## src/rtl/if_stage_pipelined.sv

```systemverilog
// Instruction-fetch stage: owned PC, next-PC selection with stall/redirect priority,
// word-addressed instruction store with a load port, and the IF/ID pipeline register.
module if_stage_pipelined #(
   parameter int ADDR_W = 32,
   parameter int DATA_W = 32,
   parameter int DEPTH = 64,
   parameter logic [ADDR_W-1:0] RESET_PC = '0
) (
   input  logic                     clk,
   input  logic                     reset,
   input  logic                     stall,
   input  logic                     redirect,
   input  logic [ADDR_W-1:0]        redirect_pc,
   input  logic                     load_we,
   input  logic [$clog2(DEPTH)-1:0] load_addr,
   input  logic [DATA_W-1:0]        load_data,
   output logic [ADDR_W-1:0]        pc,
   output logic [DATA_W-1:0]        if_id_instr,
   output logic [ADDR_W-1:0]        if_id_pc4,
   output logic                     if_id_valid,
   output logic                     fault
);

   localparam int IDX_W = $clog2(DEPTH);
   // Wide enough that the range check never truncates either ADDR_W or DEPTH
   localparam int CMP_W = ADDR_W + 32;

   logic [DATA_W-1:0] store [DEPTH];
   logic [IDX_W-1:0]  fetch_idx;
   logic              in_range;
   logic [DATA_W-1:0] fetch_word;
   logic [ADDR_W-1:0] pc_plus4;
   logic              misaligned;

   always_comb begin
      fetch_idx  = pc[IDX_W+1:2];
      in_range   = CMP_W'(pc >> 2) < CMP_W'(unsigned'(DEPTH));
      fetch_word = in_range ? store[fetch_idx] : '0;
      pc_plus4   = pc + ADDR_W'(4);
      misaligned = redirect_pc[1:0] != 2'b00;
   end

   // Load writes land at the edge, so a same-edge fetch still sees the old word
   always_ff @(posedge clk or negedge reset) begin
      if (!reset) begin
         for (int i = 0; i < DEPTH; i++) begin
            store[i] <= '0;
         end
      end else if (load_we) begin
         store[load_addr] <= load_data;
      end
   end

   always_ff @(posedge clk or negedge reset) begin
      if (!reset) begin
         pc          <= RESET_PC;
         if_id_instr <= '0;
         if_id_pc4   <= '0;
         if_id_valid <= 1'b0;
         fault       <= 1'b0;
      end else if (redirect) begin
         pc          <= {redirect_pc[ADDR_W-1:2], 2'b00};
         if_id_instr <= '0;
         if_id_pc4   <= '0;
         if_id_valid <= 1'b0;
         if (misaligned) begin
            fault <= 1'b1;
         end
      end else if (!stall) begin
         pc          <= pc_plus4;
         if_id_instr <= fetch_word;
         if_id_pc4   <= pc_plus4;
         if_id_valid <= 1'b1;
         if (!in_range) begin
            fault <= 1'b1;
         end
      end
   end

endmodule

```

## config.mk

```make
export PLATFORM = sky130hd
export DESIGN_NAME = if_stage_pipelined
export DESIGN_NICKNAME = d
export VERILOG_FILES = /design/src/rtl/if_stage_pipelined.sv
export SDC_FILE = /design/constraint.sdc
export NUM_CORES = 2
export LEC_CHECK = 0
export CAP_MARGIN = 20
export CORE_MARGIN = 2
export CORE_UTILIZATION = 29
export DETAILED_ROUTE_END_ITERATION = 12
export GPL_TIMING_DRIVEN = 0
export PLACE_DENSITY = 0.45
export SETUP_SLACK_MARGIN = 0.1
export SLEW_MARGIN = 40
export SYNTH_ARGS = -nofsm -noshare
export SYNTH_HDL_FRONTEND = slang
export SYNTH_SLANG_ARGS = --single-unit
```

## constraint.sdc

```tcl
create_clock -name clk -period 2.55 [get_ports clk]
set_input_delay 0.255 -clock clk [delete_from_list [all_inputs] [get_ports clk]]
set_output_delay 0.255 -clock clk [all_outputs]
set_load 0.02 [all_outputs]
```

==> impl_summary.txt <==
----------------------------------------------------
[Placement]
  # port buffers ... 138
  Post-detail-place hpwl ... 268000 µm
  Routability congestion estimate ... 0.872
  Total placed cells including tap cells ... 10900

[Synth]
  Most frequent cells after synthesis ... sky130_fd_sc_hd__dfrtp_1, sky130_fd_sc_hd__mux2_2, sky130_fd_sc_hd__mux4_2, sky130_fd_sc_hd__clkbuf_1, sky130_fd_sc_hd__nand2_1
  Post-synth ARST share ... 1.00
  Post-synth top area share ... 0.553
  Number of enable-type register cells in the synthesized netlist ... 0
  Share of the synthesized area in compound gates (AO/OA/AOI/OAI) ... 0.0251
  Xor and xnor area share after synthesis ... 0.00442
  Cells taking the most area after synthesis ... sky130_fd_sc_hd__dfrtp_1, sky130_fd_sc_hd__mux2_2, sky130_fd_sc_hd__mux4_2
  Unique cell type count in the Yosys netlist ... 56
  Post-synthesis simple-gate area fraction ... 0.0217
  Most frequently used flop master after synthesis ... sky130_fd_sc_hd__dfrtp_1
  Mux share of post-synthesis cell area ... 0.368
  YS warnings ... 0
  Cell type with the highest aggregate area in the netlist ... sky130_fd_sc_hd__dfrtp_1
  Total of flip-flops plus latches after synthesis ... 2143
  Mapped Cells ... 6326
  Cell with the most instances after synthesis ... sky130_fd_sc_hd__dfrtp_1
  Cell Area, Synth ... 97000 µm²
  Synth Area in Adders ... 0.000129
  Mean cell area of the mapped netlist ... 15.3 µm²
  Combinational family with the most area after synthesis ... multiplexers
  Part of the Yosys area used for sequential elements ... 0.553

[Clocking]
  Worst skew pair latency ... 0.93 ns
  Worst-case clock buffer depth ... 4
  # clock sinks ... 2143
  Cell at the root of the clock tree ... sky130_fd_sc_hd__clkbuf_16
  CTS clk-pin slew, worst paths ... 0.06 ns
  Clock tree from TritonCTS ... yes
  H-Tree Level Count ... 4
  Number of buffers inserted during clock tree synthesis ... 245

[Pwr]
  Switching portion of total power ... 0.282
  Sequential fraction of design power ... 0.428
  Cell Pwr Density ... 792 nW/µm²
  Peak supply drop ... 0.000607 V
  P_sw ... 26.8 mW
  Power Internal ... 68.1 mW
  Power, Total ... 94.8 mW
  Power share of the clock group ... 0.382
  Static leakage ... 52.9 nW
  Combinational Power Share ... 0.189

[Critical path]
  Worst reg-to-reg setup slack ... -0.20 ns
  R2r startpoint ... pc[2]
  Largest driver fanout on the critical path ... 8
  Longest individual stage delay on the worst path ... 0.43 ns
  Reg2reg end ... if_id_instr[15]
  CP endpoint kind ... flop
  Termination of the worst setup path ... if_id_instr[15]
  Worst path required time ... 3.38 ns
  Ordered list of cells on the worst path ... buf_12, buf_16, buf_16, nand3b_1, buf_12, buf_12, buf_16, o221ai_4, a21oi_4, a22o_1, o41ai_2
  Arr. time, crit path ... 3.58 ns
  Cell with the largest stage delay on the worst path ... sky130_fd_sc_hd__dfrtp_2
  Setup crit start kind ... flop
  Crit Path Class ... flop to flop
  Total stage count of the critical path ... 11
  Count of buffering cells on the critical path with inverters included ... 6
  Critical Path Start ... pc[2]
  Top cell family by delay on the critical path ... buffers and inverters
  R2r worst-path depth ... 11

[STA]
  Least-Margin Pin Slew ... 0.924 ns
  Clock Skews ... 0.0630 ns
  Count of endpoints failing hold in the final timing report ... 0
  Max-slew violation count ... 0
  Min setup slack post-route ... -0.198 ns
  Setup violations, final ... 32
  Period utilisation layout ... 1.08
  Fin crit period ... 2.75 ns
  Max-slew headroom ... 0.384
  Hold WS ... 0.0709 ns
  Final setup TNS ... -3.79 ns
  Achievable frequency ... 0.364 GHz
  RSZ-0062 raised after global routing ... yes

[GRT]
  Number of global-route vias before repair ... 62700
  Number of antenna violations at the first check in global routing ... 33
  Overflow left after global routing ... 0
  Global-route wire length before repair ... 527000 µm
  Pin count of the biggest net entering global routing ... 113
  Tot GR Track Use ... 0.222

[Die]
  Core footprint ... 333000 µm²
  I/O pin cnt ... 173
  Std-Cell Rows ... 212
  Die Outline Area ... 339000 µm²
  Chip width ... 582 µm
  Initial core utilization ... 0.291
  Vertical extent of the die ... 582 µm

[Final layout]
  Fin nets ... 7034
  Count of fill cells added during filler insertion ... 31800
  Area growth syn-to-layout ... 23.4%
  Proportion of layout cells with a drive suffix above 1 ... 0.530
  Non-filler cells in the finished layout ... 11600
  Final core area utilization ... 0.359

[Routing]
  Wire length reported by the detailed router ... 384000 µm
  Via Count ... 60800
  ANT nets after route ... 0
  Wire length per cell ... 33.2 µm
  First-iteration detailed-routing DRC count ... 4987
  Via density per instance ... 5.25
  DR pass1 iterations ... 5
  DRC Markers ... 0

[Run status]
  Outcome ... complete, but fails checks
  Violated checks ... setup timing

[Worst hold path]
  HP Class ... input port to flop
  Startpoint of the worst hold path ... redirect_pc[28]

[Flow run]
  Count of max-cap constraint violations ... 0

----------------------------------------------------
worst reg2reg max path: stages, from the launching register on:
cell and delay [ns]:
sky130_fd_sc_hd__dfrtp_2 0.43, sky130_fd_sc_hd__buf_12 0.18, sky130_fd_sc_hd__buf_16 0.19, sky130_fd_sc_hd__buf_16 0.18, sky130_fd_sc_hd__nand3b_1 0.24, sky130_fd_sc_hd__buf_12 0.19
sky130_fd_sc_hd__buf_12 0.16, sky130_fd_sc_hd__buf_16 0.18, sky130_fd_sc_hd__o221ai_4 0.22, sky130_fd_sc_hd__a21oi_4 0.11, sky130_fd_sc_hd__a22o_1 0.26, sky130_fd_sc_hd__o41ai_2 0.31
cells by family after synthesis:
| group | count (synthesis) |
|---|---|
| buf+inv | 648 |
| fa+ha+maj | 1 |
| other cells | 1 |
| xor+xnor | 49 |
| mux | 2686 |
| simple gates | 453 |
| flops | 2143 |
| compound gates | 345 |
final cells by class:
cell class | instances | area (µm²) | area share
diodes | 30 | 75.1 | 0.000627
plain buffers | 638 | 4460 | 0.0372
clock buffers | 373 | 7180 | 0.0600
clock inverters | 69 | 900 | 0.00752
inverters | 7 | 28.8 | 0.000240
multi-input cells | 3536 | 42800 | 0.358
flip-flops and latches | 2143 | 53600 | 0.448
well taps | 4387 | 5490 | 0.0459
repair buffers | 387 | 5100 | 0.0426
per-stage QoR:
step,cell area [µm²],setup slack [ns]
5_1_grt,120000,-0.223
3_5_place_dp,105000,-2.14
4_1_cts,118000,-0.204
2_1_floorplan,97000,0.111
3_3_place_gp,104000,-98.22
6_report,120000,-0.198
flip-flops by register name (all words and copies together), names as in the netlist:
register	flops
fault	1
pc	30
if_id_pc4	31
store	2048
if_id_valid	1
if_id_instr	32
layout by cell type, fill, tap and decap left out, types with 26 or more instances in the layout:
cell,count
sky130_fd_sc_hd__buf_6,38
sky130_fd_sc_hd__clkdlybuf4s50_1,135
sky130_fd_sc_hd__buf_2,86
sky130_fd_sc_hd__buf_1,31
sky130_fd_sc_hd__mux2_2,2050
sky130_fd_sc_hd__nand2_1,176
sky130_fd_sc_hd__clkbuf_16,260
sky130_fd_sc_hd__buf_12,48
sky130_fd_sc_hd__nor2_1,44
sky130_fd_sc_hd__clkbuf_2,149
sky130_fd_sc_hd__a21oi_4,30
sky130_fd_sc_hd__buf_16,80
sky130_fd_sc_hd__clkbuf_8,65
sky130_fd_sc_hd__a21oi_1,26
sky130_fd_sc_hd__mux2i_1,110
sky130_fd_sc_hd__clkbuf_1,288
sky130_fd_sc_hd__buf_4,110
sky130_fd_sc_hd__dfrtp_1,2138
sky130_fd_sc_hd__a22oi_1,54
sky130_fd_sc_hd__dlygate4sd3_1,63
sky130_fd_sc_hd__clkinv_2,37
sky130_fd_sc_hd__nor2_2,32
sky130_fd_sc_hd__nor2_4,39
sky130_fd_sc_hd__xnor2_1,34
sky130_fd_sc_hd__diode_2,30
sky130_fd_sc_hd__mux4_2,496
sky130_fd_sc_hd__o21ai_0,31
worst min path at each step:
stage,endpoint,slack (ns),depth (start not counted)
floorplan,fault,-0.04,0
global placement,fault,0.45,1
detailed placement,store[1305],0.20,1
CTS,pc[28],0.005,3
global route,pc[28],0.04,3
finish,pc[28],0.07,3
timing repair:
action / 4_1_cts / 5_1_grt
setup buffers: 64 / 43
hold buffers: 69 / 4
endpoints found under the hold margin: 386 / 16
pin swaps: 26 / 63
resized for setup: 676 / 169
endpoints found under the setup margin: 1796 / 1389
gates cloned: 13 / 10
power by group through the flow:
stage	sequential [mW]	combinational [mW]	clock (mW)
after floorplan	40.5	9.37	0
after global placement	41.3	14.6	0
after detailed placement	41.1	15.7	0
after CTS	40.5	17.5	36.9
after global routing	41.1	18.8	38.3
final	40.6	18.0	36.2
routing by layer:
| metal | up-vias | global-route usage | part of all wire | routed length (µm) |
|---|---|---|---|---|
| li1 | 24800 | - | - | - |
| met1 | 33800 | 0.317 | 0.45 | 174000 |
| met2 | 1647 | 0.343 | 0.45 | 173000 |
| met3 | 502 | 0.0353 | 0.054 | 20700 |
| met4 | 8 | 0.0728 | 0.040 | 15500 |
| met5 | - | 0 | 0.00015 | 59 |
Note: power is estimated with default switching activity, not from simulation.
